`config.mk`:
```
export PLATFORM = sky130hd
export DESIGN_NAME = pc_sequencer_flat
export DESIGN_NICKNAME = d
export VERILOG_FILES = /design/src/rtl/cpu_pkg.sv /design/src/rtl/pc_sequencer_if.sv /design/src/rtl/pc_seq_perf.sv /design/src/rtl/pc_sequencer.sv /design/src/flat_wrapper.sv
export SDC_FILE = /design/constraint.sdc
export NUM_CORES = 1
export LEC_CHECK = 0
export ABC_AREA = 1
export CAP_MARGIN = 20
export CORE_UTILIZATION = 36
export CTS_CLUSTER_DIAMETER = 40
export DETAILED_ROUTE_END_ITERATION = 7
export HOLD_SLACK_MARGIN = 0.08
export PLACE_DENSITY = 0.78
export SLEW_MARGIN = 25
export SYNTH_ARGS = -nofsm -noshare
export SYNTH_HDL_FRONTEND = slang
export SYNTH_SLANG_ARGS = --single-unit
```
`constraint.sdc`:
```
create_clock -name Clock -period 1.6 [get_ports Clock]
set_input_delay 0.32 -clock Clock [delete_from_list [all_inputs] [get_ports Clock]]
set_output_delay 0.32 -clock Clock [all_outputs]
set_load 0.005 [all_outputs]
```
`src/rtl/cpu_pkg.sv`:
```
// Shared CPU constants and the fetch-sequencer state encoding.
package cpu_pkg;

    localparam int ADDR_W     = 24;
    localparam int INSTR_W    = 24;
    localparam int OPCODE_MSB = 23;
    localparam int OPCODE_LSB = 20;

    localparam logic [OPCODE_MSB-OPCODE_LSB:0] HALT_OPCODE = 4'hF;

    typedef enum logic [2:0] {
        IDLE  = 3'd0,
        FETCH = 3'd1,
        WAIT  = 3'd2,
        EXEC  = 3'd3,
        HALT  = 3'd4
    } seq_state_t;

    function automatic logic is_halt(input logic [INSTR_W-1:0] instr);
        return instr[OPCODE_MSB:OPCODE_LSB] == HALT_OPCODE;
    endfunction

endpackage

```
`src/rtl/pc_sequencer_if.sv`:
```
// Instruction-memory request/ready bus between the sequencer and instruction memory.
interface pc_sequencer_if;
    import cpu_pkg::*;

    logic               imem_req;
    logic [ADDR_W-1:0]  imem_addr;
    logic               imem_ready;
    logic [INSTR_W-1:0] imem_rdata;

    modport master (
        output imem_req,
        output imem_addr,
        input  imem_ready,
        input  imem_rdata
    );

    modport slave (
        input  imem_req,
        input  imem_addr,
        output imem_ready,
        output imem_rdata
    );

endinterface

```
`src/rtl/pc_seq_perf.sv`:
```
// Saturating retired-instruction and EXEC-stall counters for the fetch sequencer.
module pc_seq_perf (
    input  logic        Clock,
    input  logic        ResetN,
    input  logic        i_commit,
    input  logic        i_stall,
    output logic [31:0] o_retired_cnt,
    output logic [31:0] o_stall_cnt
);

    logic [31:0] r_retired_cnt;
    logic [31:0] r_stall_cnt;

    always_ff @(posedge Clock or negedge ResetN) begin
        if (!ResetN) begin
            r_retired_cnt <= '0;
            r_stall_cnt   <= '0;
        end else begin
            if (i_commit && (r_retired_cnt != 32'hFFFF_FFFF))
                r_retired_cnt <= r_retired_cnt + 32'd1;
            if (i_stall && (r_stall_cnt != 32'hFFFF_FFFF))
                r_stall_cnt <= r_stall_cnt + 32'd1;
        end
    end

    assign o_retired_cnt = r_retired_cnt;
    assign o_stall_cnt   = r_stall_cnt;

endmodule

```
`src/rtl/pc_sequencer.sv`:
```
// Fetch/sequencing controller: owns the PC, runs the imem handshake, applies stall/branch/halt.
// Counters are built only when PC_SEQ_PERF_EN is defined; otherwise they read as zero.
module pc_sequencer
    import cpu_pkg::*;
#(
    parameter int unsigned       INSTR_BYTES = 3,
    parameter logic [ADDR_W-1:0] RESET_PC    = 24'h000000
) (
    input  logic                Clock,
    input  logic                ResetN,
    pc_sequencer_if.master      imem,
    input  logic                run,
    output logic [INSTR_W-1:0]  instr,
    output logic                instr_valid,
    input  logic                stall,
    input  logic                branch_taken,
    input  logic [ADDR_W-1:0]   branch_target,
    output logic [ADDR_W-1:0]   pc,
    output logic                halted,
    output logic [31:0]         retired_cnt,
    output logic [31:0]         stall_cnt
);

    // state | meaning
    // IDLE  | paused, waiting for run
    // FETCH | first request cycle at pc
    // WAIT  | request held until imem_ready
    // EXEC  | instr live; commits when stall is low
    // HALT  | halt opcode committed; only reset leaves

    seq_state_t         r_state;
    seq_state_t         w_state_nxt;
    logic [ADDR_W-1:0]  r_pc;
    logic [ADDR_W-1:0]  w_pc_nxt;
    logic [INSTR_W-1:0] r_instr;
    logic [INSTR_W-1:0] w_instr_nxt;

    always_ff @(posedge Clock or negedge ResetN) begin
        if (!ResetN) begin
            r_state <= IDLE;
            r_pc    <= RESET_PC;
            r_instr <= '0;
        end else begin
            r_state <= w_state_nxt;
            r_pc    <= w_pc_nxt;
            r_instr <= w_instr_nxt;
        end
    end

    always_comb begin
        w_state_nxt = r_state;
        w_pc_nxt    = r_pc;
        w_instr_nxt = r_instr;
        case (r_state)
            IDLE: begin
                if (run)
                    w_state_nxt = FETCH;
            end
            FETCH, WAIT: begin
                if (imem.imem_ready) begin
                    w_instr_nxt = imem.imem_rdata;
                    w_state_nxt = EXEC;
                end else begin
                    w_state_nxt = WAIT;
                end
            end
            EXEC: begin
                if (!stall) begin
                    // Halt wins over a simultaneous branch; pc stays on the halt instruction.
                    if (is_halt(r_instr)) begin
                        w_state_nxt = HALT;
                    end else begin
                        if (branch_taken)
                            w_pc_nxt = branch_target;
                        else
                            w_pc_nxt = r_pc + ADDR_W'(INSTR_BYTES);
                        w_state_nxt = run ? FETCH : IDLE;
                    end
                end
            end
            HALT: begin
                w_state_nxt = HALT;
            end
            default: begin
                w_state_nxt = IDLE;
            end
        endcase
    end

    assign imem.imem_req  = (r_state == FETCH) || (r_state == WAIT);
    assign imem.imem_addr = r_pc;
    assign instr          = r_instr;
    assign instr_valid    = (r_state == EXEC);
    assign halted         = (r_state == HALT);
    assign pc             = r_pc;

`ifdef PC_SEQ_PERF_EN
    logic w_commit;
    logic w_stall_cycle;

    assign w_commit      = (r_state == EXEC) && !stall;
    assign w_stall_cycle = (r_state == EXEC) && stall;

    pc_seq_perf u_perf (
        .Clock         (Clock),
        .ResetN        (ResetN),
        .i_commit      (w_commit),
        .i_stall       (w_stall_cycle),
        .o_retired_cnt (retired_cnt),
        .o_stall_cnt   (stall_cnt)
    );
`else
    assign retired_cnt = '0;
    assign stall_cnt   = '0;
`endif

endmodule

```
`src/flat_wrapper.sv`:
```
// flat-port wrapper written by rule: the top's interface ports become plain ports
module pc_sequencer_flat import cpu_pkg::*;
#(
    parameter int unsigned       INSTR_BYTES = 3,
    parameter logic [ADDR_W-1:0] RESET_PC    = 24'h000000
)
  (Clock, ResetN, run, instr, instr_valid, stall, branch_taken, branch_target, pc, halted, retired_cnt, stall_cnt, imem_imem_req, imem_imem_addr, imem_imem_ready, imem_imem_rdata);
  pc_sequencer_if imem_i ();
  input  logic Clock;
  input  logic ResetN;
  input  logic run;
  output logic [INSTR_W-1:0] instr;
  output logic instr_valid;
  input  logic stall;
  input  logic branch_taken;
  input  logic [ADDR_W-1:0] branch_target;
  output logic [ADDR_W-1:0] pc;
  output logic halted;
  output logic [31:0] retired_cnt;
  output logic [31:0] stall_cnt;
  output wire logic [$bits(imem_i.imem_req)-1:0] imem_imem_req;
  output wire logic [$bits(imem_i.imem_addr)-1:0] imem_imem_addr;
  input wire logic [$bits(imem_i.imem_ready)-1:0] imem_imem_ready;
  input wire logic [$bits(imem_i.imem_rdata)-1:0] imem_imem_rdata;
  assign imem_imem_req = imem_i.imem_req;
  assign imem_imem_addr = imem_i.imem_addr;
  assign imem_i.imem_ready = imem_imem_ready;
  assign imem_i.imem_rdata = imem_imem_rdata;
  pc_sequencer #(.INSTR_BYTES(INSTR_BYTES), .RESET_PC(RESET_PC)) u_core (.Clock(Clock), .ResetN(ResetN), .imem(imem_i), .run(run), .instr(instr), .instr_valid(instr_valid), .stall(stall), .branch_taken(branch_taken), .branch_target(branch_target), .pc(pc), .halted(halted), .retired_cnt(retired_cnt), .stall_cnt(stall_cnt));
endmodule
```
Word-level counts from Yosys, hierarchy flattened
Cells that the tools add are included.
- bitwise gates (word level): 2
- $add $sub $neg: 1
- muxes and demuxes: 7
- reductions and logical operators: 6
- equal/unequal tests: 7
- operators with widths (operator ; number):
    24-bit by 2-bit adder with 24-bit output (second input constant) ; 1
    24-bit two-way mux ; 1
    3-bit one-hot mux with 4 select lines ; 1
    3-bit two-way mux ; 3
    3-bit by 2-bit == test with 1-bit output (second input constant) ; 2
    4-bit == test (second input constant) ; 1
    2-bit inequality test (second input constant) ; 2
    2-bit AND reduction ; 2
    3-bit by 1-bit == test with 1-bit output (second input constant) ; 1
    3-bit == test (second input constant) ; 1
    3-bit logical NOT ; 1
    3-bit AND reduction ; 1
    1-bit two-way mux ; 2
    1-bit inverter ; 2
    2-bit OR reduction ; 1
    1-bit logical OR ; 1
- word-level logic and storage cells: 26
- input bits: 54
- register bits: 51
- output and inout port bits: 139

Logic depth before layout (Yosys ltp)
- depth in word-level cells: 4
- mapped depth: 12
- depth with buffers taken out: 12

Worst setup path before layout
OpenSTA, ideal clock, no wires.
- path type: reg-to-reg
- from: register u_core.r_pc[0], in the netlist u_core.imem.imem_addr[0]
- to: register u_core.r_pc[16], in the netlist u_core.imem.imem_addr[16]
- data arrival time: 1.448 ns
- stages on the path, launching flop included: 11
- required time: 1.484 ns
- setup slack: 0.035 ns
- path through: dfrtp_1 inv_1 ha_1 inv_1 nand2_1 nor2_2 nand2_1 o21ai_0 nand3b_1 nand2_1 nand2_1
- word-level cells in the longest chain between the ends: 2
- ends and longest elaborated chain (item ; RTL line ; text):
    from (decl) ; pc_sequencer.sv:33 ; logic [ADDR_W-1:0] r_pc;
    from (signal assigned) ; pc_sequencer.sv:45 ; r_pc <= w_pc_nxt;
    24-bit by 2-bit adder with 24-bit output ; pc_sequencer.sv:76 ; w_pc_nxt = r_pc + ADDR_W'(INSTR_BYTES);
    24-bit two-way mux ; pc_sequencer.sv:73 ; if (branch_taken)
Every way passes these cells.
A chain may end at the register's enable or synchronous reset.

Final worst setup path
- from: register u_core.r_pc[1], in the netlist u_core.imem.imem_addr[1]
- to: register u_core.r_pc[14], in the netlist u_core.imem.imem_addr[14]
Same word-level chain as after synthesis.

==> results by group <==
Logic synthesis
  – Fraction of the mapped netlist area in compound gates: 6.331%
  – Sequential fraction of the synthesis area: 35.68%
  – Area contributors post-synth: dfrtp_1, buf_4, nand2_1
  – Combinational family with the most area after synthesis: buffers and inverters
  – Distinct cell type count after synthesis: 32
  – Synth Area in XOR/XNOR: 0.7345%
  – Synth Area in Adders: 0.3498%
  – Avg Cell Area, Syn: 7.914 µm²
  – Seq cells post-synth: 51
  – Mux share of post-synthesis cell area: 7.555%
  – Post-synth top area cell: dfrtp_1
  – Top cell type's share of synthesized area: 35.68%
  – YS warnings: 0
  – Synth Cell Area: 0.003577 mm²
  – Post-synthesis cell count: 452
  – Simple-Gate Fraction of Synth Area: about a quarter

Finish
  – Ant diodes: 0
  – Design Area, Final: 0.005251 mm²
  – Final non-filler cell total: 743
  – Share of cells above drive strength 1: 20.33%
  – Layout area overhead: 46.80%
  – Most common cell after layout, fill and taps aside: clkdlybuf4s50_1
  – Nets: 664
  – Leading cell types in the layout, fill and taps excluded: clkdlybuf4s50_1, nand2_1, conb_1
  – # fillers: 882
  – Post-layout util: 54.22%

Worst setup path
  – Worst path arrival time: 1.80 ns
  – Max FO, Critical Path: 3
  – R2r setup slk: 0.002 ns
  – Startpoint Class: flop
  – Critical-path top delay cell: dfrtp_1
  – Critical path class: flop to flop
  – CP required: 1.81 ns
  – CP Capture Type: flop
  – Crit path top cell by count: nand2_1
  – Max stage delay on crit path: approximately 0.37 ns
  – Worst path cell trace: inv_2 > ha_4 > inv_4 > nand2_4 > nor3_4 > buf_6 > nand2_4 > nor2_4 > nand2_1 > nand2_1 > nand2_1 > nand2_1 > inv_1

Power
  – Comb pwr share: approximately three fifths
  – Int Pwr: 5528 µW
  – Sequential share of power: 27.9%
  – Clk network pwr share: between 10% and 20%
  – Peak supply drop: 0.8841 mV
  – Sw frac: 37.61%
  – NetSw: about 3300 µW
  – Pwr dens: 1687 mW/mm²
  – Pleak: 0.002586 µW

STA
  – Post-route setup slack: 0.001965 ns
  – Fin. Hold Viols: 0
  – Final min period: approximately 1.6 ns
  – Post-route clock period utilization: 99.88%
  – Final setup viols: 0
  – Fmax: 0.6258 GHz
  – RSZ-0062 raised after global routing: yes
  – Final Max Slew Viols: 0
  – Worst hold slack: roughly 0.47 ns
  – Layout Skew: 0.004958 ns

Routing
  – Vias post-DR: roughly 3,400
  – Detailed Route Iter0 Violations: 164
  – Residual DRC: 0
  – Detailed-route wire length: 9637 µm
  – Vias per cell: between 4 and 5
  – DRT antenna net count: 0
  – First drt pass iteration count: 5
  – Drt wl/cell: between 10 and 15 µm

Global route
  – Initial antenna violation count: 0
  – Grt ovf: 0
  – Vias in the first global route: about 3,200
  – First-pass GRT wire length: 14,350 µm
  – Total track usage: 17.70%
  – Largest net degree at the start of global routing: 26

Placement
  – Number of port buffers: about 130
  – Placed Area: 0.004730 mm²
  – Pre-CTS setup slack: -0.09502 ns
  – Detailed placement HPWL: 6735 µm
  – Cell total after placement: 699
  – GPL Wtd Cong: roughly 0.86

Floorplanning
  – Die height: 101.7 µm
  – Die width: just over 100 µm
  – DIE AREA: 0.01034 mm²
  – Core area: around 0.0097 mm²
  – # rows: 36
  – Ports: 193
  – Initial core utilization: 36.94%

CTS
  – Clock latency on the worst-skew pair: 0.30 ns
  – TritonCTS Buffers: 5
  – CTS tree: yes
  – CTS H-Tree Depth: 2
  – Clock tree buffer depth: 2
  – Clock slew at reported path FFs: 0.10 ns
  – Clock sink count: 51
  – Root Buffer: clkbuf_8

Job
  – Max-capacitance violation count: 0

Worst hold path
  – Hold Path Class: primary input to asynchronous set/reset pin

Status
  – Outcome: complete, no violations
metrics by stage:
step / TNS (ns) / total power [µW]
4_1_cts: -0.003553 / 8391
3_5_place_dp: -0.1694 / 7159
5_1_grt: -0.3661 / 9521
2_1_floorplan: 0 / 4894
3_3_place_gp: 0 / 7032
6_report: 0 / 8860
worst max-delay path: cells and delay by family, from the launching register on:
| family | cells | cell delay [ns] |
|---|---|---|
| fa+ha+maj | 1 | 0.17 |
| buf+inv | 4 | 0.30 |
| flops | 1 | 0.37 |
| simple gates | 8 | 0.66 |
registers in the layout, summed over array words and instances (netlist names):
signal	flops
u_core.instr	24
u_core.r_state	3
u_core.imem.imem_addr	24
cell type report:
| class | instances | area, µm² | share of cell area, % |
|---|---|---|---|
| clock buffers | 6 | 82.58 | 1.573 |
| clock inverters | 2 | 35.03 | 0.6671 |
| inverters | 41 | 158.9 | 3.026 |
| multi-input cells | 326 | 1749 | 33.31 |
| flip-flops and latches | 51 | 1294 | 24.64 |
| well taps | 133 | 166.4 | 3.169 |
| repair buffers | 184 | 1765 | 33.62 |
routing by layer:
layer	up-vias	part of all wire [%]	GRT usage [%]
met5	-	0	0
met4	0	2.5	7.023
met3	20	9.4	5.590
met2	188	51	31.65
met1	1600	37	19.39
li1	1606	-	-
power groups by stage:
stage	logic [µW]	registers, µW	clock network, µW
after global placement	4450	2590	0
after CTS	4870	2540	983
after detailed placement	4540	2620	0
after floorplan	2350	2550	0
final	5430	2470	962
after global routing	5930	2560	1040
cells in the mapped netlist:
cell type and count:
buf_2 2, conb_1 1, inv_1 36, buf_1 2, o22ai_1 5, nor3_1 5
o211ai_1 2, nand2_4 2, nand2_2 4, nand3_1 23, buf_6 4, clkbuf_1 1
mux2_1 20, ha_1 1, o21ai_0 17, nor3_4 1, inv_2 5, a22oi_1 1
mux2_2 4, nand2_1 95, nor2_1 42, xor2_1 3, nand4_1 6, a21oi_1 6
nor2_2 4, a21oi_2 2, and3_1 1, o21ai_1 8, nor2_4 5, nand3b_1 4
buf_4 89, dfrtp_1 51
cell families (layout without fill, tap and decap cells):
group                    Yosys count  in the layout
AO/OA/AOI/OAI                     41             41
XOR/XNOR                           3              3
adder cells (fa/ha/maj)            1              1
buffers and inverters            139            233
flip-flops                        51             51
multiplexers                      24             24
other                              1             64
AND/OR/NAND/NOR                  192            193
timing repair:
action,4_1_cts,5_1_grt
hold buffers,1,0
gates resized for setup,40,40
endpoints found under the hold margin,16,0
endpoints found under the setup margin,50,46
pin swaps,1,9
cloned,0,1
setup buffers,15,19
final timing paths:
path	from	to	cells past startpoint
max	u_core.imem.imem_addr[1]	u_core.imem.imem_addr[14]	13
min	ResetN	u_core.instr[9]	2
max reg2reg	u_core.imem.imem_addr[1]	u_core.imem.imem_addr[14]	13
min reg2reg	u_core.instr[5]	u_core.instr[5]	1
max in group asynchronous	ResetN	u_core.instr[17]	3
min in group Clock	u_core.instr[5]	u_core.instr[5]	1
Power figures use the tool's default switching activity.
